[config.mk]
export PLATFORM = sky130hd
export DESIGN_NAME = link_tx_sched
export DESIGN_NICKNAME = d
export VERILOG_FILES = /design/src/rtl/link_pkg.sv /design/src/rtl/link_tx_sched_rr_arbiter.sv /design/src/rtl/link_tx_sched.sv
export SDC_FILE = /design/constraint.sdc
export NUM_CORES = 1
export LEC_CHECK = 0
export ABC_AREA = 1
export ABC_CLOCK_PERIOD_IN_PS = 2800
export CAP_MARGIN = 10
export CORE_MARGIN = 5
export CORE_UTILIZATION = 54
export CTS_CLUSTER_SIZE = 16
export DETAILED_ROUTE_END_ITERATION = 7
export GPL_ROUTABILITY_DRIVEN = 0
export PLACE_DENSITY = 0.92
export SLEW_MARGIN = 10
export SYNTH_ARGS = -nofsm -noshare
export SYNTH_HDL_FRONTEND = slang
export SYNTH_SLANG_ARGS = --single-unit
[constraint.sdc]
create_clock -name i_clk -period 2.8 [get_ports i_clk]
set_input_delay 0.42 -clock i_clk [delete_from_list [all_inputs] [get_ports i_clk]]
set_output_delay 0.42 -clock i_clk [all_outputs]
set_load 0.02 [all_outputs]
[src/rtl/link_pkg.sv]
// Shared constants and types for the serial sample link transmitter.
package link_pkg;

  localparam int unsigned LINK_WORD_W  = 16;
  localparam int unsigned LINK_SLOTS   = 17;
  localparam logic        LINK_PAD_BIT = 1'b0;

  typedef logic [4:0] slot_t;

  typedef enum logic [1:0] {
    ST_IDLE,
    ST_PAD,
    ST_DATA
  } link_state_t;

endpackage

[src/rtl/link_tx_sched_rr_arbiter.sv]
// Round-robin arbiter: grants the first requester at/after the pointer; the
// pointer advances past each grant.
module rr_arbiter #(
  parameter int unsigned N_REQ = 4
) (
  input  logic             clk,
  input  logic             rst_n,
  input  logic             en,
  input  logic [N_REQ-1:0] req,
  output logic [N_REQ-1:0] grant,
  output logic [3:0]       grant_id
);

  logic [3:0] ptr;
  logic       found;

  always_comb begin
    grant    = '0;
    grant_id = '0;
    found    = 1'b0;
    for (int unsigned i = 0; i < N_REQ; i++) begin
      for (int unsigned j = 0; j < N_REQ; j++) begin
        if (en && !found && req[j] && (j == (32'(ptr) + i) % N_REQ)) begin
          found    = 1'b1;
          grant[j] = 1'b1;
          grant_id = 4'(j);
        end
      end
    end
  end

  always_ff @(posedge clk or negedge rst_n) begin
    if (!rst_n) begin
      ptr <= '0;
    end else if (found) begin
      ptr <= (32'(grant_id) == N_REQ - 1) ? '0 : grant_id + 4'd1;
    end
  end

endmodule

[src/rtl/link_tx_sched.sv]
// Link master: round-robin accept into a 1-deep holding register, then serialise
// 16-bit words MSB first with a derived sclk, pad slot and frame sync.
module link_tx_sched
  import link_pkg::*;
#(
  parameter int unsigned N_REQ   = 4,
  parameter int unsigned CLK_DIV = 4
) (
  input  logic                     i_clk,
  input  logic                     rst_n,
  input  logic [N_REQ-1:0]         i_req_vld,
  input  logic [16*N_REQ-1:0]      i_req_data,
  output logic [N_REQ-1:0]         o_req_rdy,
  output logic                     o_sclk,
  output logic                     o_fs,
  output logic                     o_sd,
  output logic                     o_busy,
  output logic [3:0]               o_cur_id
);

  localparam int unsigned PH_W = (CLK_DIV > 1) ? $clog2(CLK_DIV) : 1;
  localparam logic [PH_W-1:0] PH_LAST = PH_W'(CLK_DIV - 1);
  localparam slot_t SLOT_LAST = slot_t'(LINK_SLOTS - 1);
  localparam slot_t SLOT_BIT0 = slot_t'(LINK_SLOTS - 2);

  link_state_t            state, state_nxt;
  logic [PH_W-1:0]        phase, phase_nxt;
  slot_t                  slot, slot_nxt;
  logic [LINK_WORD_W-1:0] shreg, shreg_nxt;
  logic                   sclk_nxt, sd_nxt, fs_nxt;
  logic [3:0]             cur_id_nxt;
  logic                   take;
  logic                   tick;

  logic                   hold_full;
  logic [LINK_WORD_W-1:0] hold_data;
  logic [3:0]             hold_id;
  logic [3:0]             rdy_id;
  logic [N_REQ-1:0]       grant;
  logic [3:0]             grant_id;
  logic                   arb_en;
  logic                   xfer;

  // rdy is registered, so arbitration pauses while a grant is outstanding
  assign arb_en = !hold_full && !(|o_req_rdy);
  assign xfer   = |(o_req_rdy & i_req_vld);
  assign tick   = (phase == PH_LAST);
  assign o_busy = (state != ST_IDLE) || hold_full;

  rr_arbiter #(.N_REQ(N_REQ)) u_arb (
    .clk      (i_clk),
    .rst_n    (rst_n),
    .en       (arb_en),
    .req      (i_req_vld),
    .grant    (grant),
    .grant_id (grant_id)
  );

  always_ff @(posedge i_clk or negedge rst_n) begin
    if (!rst_n) begin
      o_req_rdy <= '0;
      rdy_id    <= '0;
      hold_full <= 1'b0;
      hold_data <= '0;
      hold_id   <= '0;
    end else begin
      o_req_rdy <= grant;
      rdy_id    <= grant_id;
      if (xfer) begin
        hold_full <= 1'b1;
        hold_data <= i_req_data[LINK_WORD_W*rdy_id +: LINK_WORD_W];
        hold_id   <= rdy_id;
      end else if (take) begin
        hold_full <= 1'b0;
      end
    end
  end

  always_ff @(posedge i_clk or negedge rst_n) begin
    if (!rst_n) begin
      state    <= ST_IDLE;
      phase    <= '0;
      slot     <= '0;
      shreg    <= '0;
      o_sclk   <= 1'b1;
      o_sd     <= LINK_PAD_BIT;
      o_fs     <= 1'b0;
      o_cur_id <= '0;
    end else begin
      state    <= state_nxt;
      phase    <= phase_nxt;
      slot     <= slot_nxt;
      shreg    <= shreg_nxt;
      o_sclk   <= sclk_nxt;
      o_sd     <= sd_nxt;
      o_fs     <= fs_nxt;
      o_cur_id <= cur_id_nxt;
    end
  end

  always_comb begin
    state_nxt  = state;
    phase_nxt  = phase;
    slot_nxt   = slot;
    shreg_nxt  = shreg;
    sclk_nxt   = o_sclk;
    sd_nxt     = o_sd;
    fs_nxt     = o_fs;
    cur_id_nxt = o_cur_id;
    take       = 1'b0;
    case (state)
      ST_IDLE: begin
        sclk_nxt  = 1'b1;
        sd_nxt    = LINK_PAD_BIT;
        fs_nxt    = 1'b0;
        phase_nxt = '0;
        slot_nxt  = '0;
        if (hold_full) begin
          take       = 1'b1;
          shreg_nxt  = hold_data;
          cur_id_nxt = hold_id;
          state_nxt  = ST_PAD;
        end
      end
      default: begin
        if (!tick) begin
          phase_nxt = phase + 1'b1;
        end else begin
          phase_nxt = '0;
          sclk_nxt  = ~o_sclk;
          // Data and fs only move on the rising half of each slot
          if (!o_sclk) begin
            if (state == ST_DATA && slot == SLOT_LAST) begin
              if (o_fs) begin
                take       = 1'b1;
                sd_nxt     = hold_data[LINK_WORD_W-1];
                shreg_nxt  = {hold_data[LINK_WORD_W-2:0], 1'b0};
                cur_id_nxt = hold_id;
                slot_nxt   = slot_t'(1);
                fs_nxt     = 1'b0;
              end else begin
                sd_nxt    = LINK_PAD_BIT;
                slot_nxt  = '0;
                state_nxt = ST_IDLE;
              end
            end else begin
              sd_nxt    = shreg[LINK_WORD_W-1];
              shreg_nxt = {shreg[LINK_WORD_W-2:0], 1'b0};
              slot_nxt  = slot + slot_t'(1);
              state_nxt = ST_DATA;
              if (slot == SLOT_BIT0) begin
                fs_nxt = hold_full;
              end
            end
          end
        end
      end
    endcase
  end

endmodule

==> qor.yml <==
worstSetupPathType: "reg2reg"
vias: 3444
post_route_cells_drive_above_1_share: 0.0721
grt_pass1_wl_um: 15100
ys_types: 34
finalSetupViolCount: 0
route.detailed.wl_per_inst_um: 14.8
rsz0062_at_grt: "false"
cts_root_buf: "clkbuf_8"
ys_seq_area_frac: 0.421
finalHoldWorstSlack_ns: 0.199
synth_area_leader_cell: "dfrtp_1"
wl_um: 9090
total_leakage_power_nw: 2.01
drv_slew: 0
finalCritPeriodShare: 0.819
grtUsageMet2: 0.384
timing.rr.end: "rdy_id[1]"
netlist_top_cells_area: "dfrtp_1 (41%), o21ai_0 (12%), nand2_1 (8.5%), nor2_1 (7.9%), inv_1 (5.9%)"
synth_cells: 460
synth-edff-count: 0
clock_path_buffers: 2
area_delta_synth_final_pct: 30.9
ys.warnings.count: 0
synth_most_common_cell: "o21ai_0"
ir_worst_vdd_mv: 0.425
fin_nets: 610
grt_use_total: 0.245
first_pass_iters: 5
ys_async_sr_fraction: 1.00
worstPathArrival_ns: 2.52
clk_pin_slew_worst_paths_ns: 0.06
cap_violations: 0
hold_viol: 0
grt-ovfl-total: 0
timing.rr.start: "o_req_rdy[3]"
outcome: "complete, no violations"
final_antenna_net_count: 0
cts_hold_buf: 0
ff2ff_path_depth: 15
num_rows: 28
ys_seq_elements: 57
cts_tree: "yes"
first_iter_violations: 338
grt_pass1_vias: 3245
cp_max_fo: 11
cts.repair.resized: 0
netlist_area_um2: 3390
core-area_um2: 6030
synth_top_area_frac: 0.413
pin_count: 82
critPathLaunch: "o_req_rdy[3]"
clock_latency_ns: 0.35
placed_cell_area_um2: 4230
cts_buffers: 9
finClkSkew_ns: 0.00749
cp-end-kind: "flop"
relSlewSlack: 0.388
p_per_area_nw_per_um2: 701
synth.top_cells.by_count: "o21ai_0 (78), nand2_1 (77), nor2_1 (71)"
synth-main-ff-cell: "dfrtp_1"
fmax_mhz: 436
worstSetupStartpointType: "flop"
stdcell_area_um2: 4440
grt-busiest-layer: "met2"
avgSynthCellArea_um2: 7.37
die-area_um2: 7970
finalSetupTns_ns: 0
num_antenna_cells: 0
ff2ff_setup_slack_ns: 0.51
grt_max_degree: 58
initial_core_util: 0.563
htreeDepth: 3
drc: 0
hpwl_um: 6470
dieHeight_um: 89.3
gr-usage-met3: 0.0774
tightest_slew_ns: 0.917
antenna_found_initial: 0
met1_usage: 0.333
hp-class: "in2async"
finalCriticalPeriod_ns: 2.29
cp.required_ns: 3.03
die_w_um: 89.3
port_buffers: 79
viasPerCell: 5.59
cts.sinks: 57
cts_setup_buffers: 0
endpoint: "rdy_id[1]"
==> sequential cells by signal (all words and copies together), names as in the netlist, 2 cells and up <==
signal,flops
hold_data,16
o_req_rdy,4
state,2
slot,5
u_arb.ptr,2
shreg,16
o_cur_id,2
hold_id,2
phase,2
rdy_id,2
==> area by class of cell <==
| type | instances | area [um^2] |
|---|---|---|
| clock buffer | 14 | 173 |
| clock inverter | 2 | 35.0 |
| fill | 438 | 1580 |
| inverter | 54 | 203 |
| multi-input combinational | 327 | 1660 |
| sequential | 57 | 1430 |
| tap | 75 | 93.8 |
| timing repair buffer | 87 | 846 |
==> layer usage <==
metal / up-vias / share of wire
li1: 1683 / -
met1: 1595 / 0.43
met2: 154 / 0.47
met3: 12 / 0.089
met4: 0 / 0.012
met5: - / 0
==> critical path, stage by stage, from the launching register on <==
cell,delay [ns]
dfrtp_1,0.41
nor2_1,0.14
nand2_1,0.07
nor2_1,0.08
buf_4,0.19
inv_1,0.12
nor2_2,0.29
nand2_1,0.17
nand4_4,0.14
nor2_4,0.05
nand2_1,0.09
nor2_1,0.07
nand3_1,0.09
nand4_1,0.10
nor2_1,0.09
nand3_1,0.08
==> cell families after synthesis <==
family                   count (synthesis)  share of synthesized area
AND/OR/NAND/NOR                        193                      0.256
AO/OA/AOI/OAI                          125                      0.208
buffers and inverters                   77                     0.0896
flip-flops                              57                      0.421
adder cells (fa/ha/maj)                  4                     0.0148
multiplexers                             2                    0.00664
other                                    1                    0.00111
XOR/XNOR                                 1                    0.00258
==> worst min path at each step <==
stage | slack, ns | endpoint | cells after the start
6_report | 0.20 | shreg[11] | 2
5_1_grt | 0.26 | hold_data[12] | 2
4_1_cts | 0.23 | hold_data[13] | 2
3_5_place_dp | 0.44 | phase[0] | 1
3_3_place_gp | 0.43 | phase[0] | 1
2_1_floorplan | 0.12 | hold_data[0] | 0
==> through the flow <==
step	utilization	std cells	power (mW)	worst slack (ns)
6_report	0.737	616	3.11	0.506
5_1_grt	0.737	616	3.33	0.247
4_1_cts	0.737	616	3.10	0.543
3_5_place_dp	0.703	600	2.29	0.341
3_3_place_gp	0.703	600	2.25	0.472
2_1_floorplan	-	461	1.91	0.874
==> where the power goes <==
group	switching (mW)	internal [mW]	total, mW
sequential	0.124	1.01	1.14
clock	0.321	0.483	0.803
combinational	0.728	0.448	1.18
==> placed cells by master, fill, tap and decap left out, drive strengths merged, types with 9 or more instances in the layout <==
| cell type | n |
|---|---|
| nand2 | 79 |
| o21ai | 78 |
| clkdlybuf4s50 | 78 |
| nor2 | 76 |
| dfrtp | 56 |
| inv | 54 |
| nand3 | 20 |
| o22ai | 19 |
| clkbuf | 14 |
| a211oi | 10 |
| nand4 | 10 |
| buf | 9 |
(Power assumes the default switching activity.)
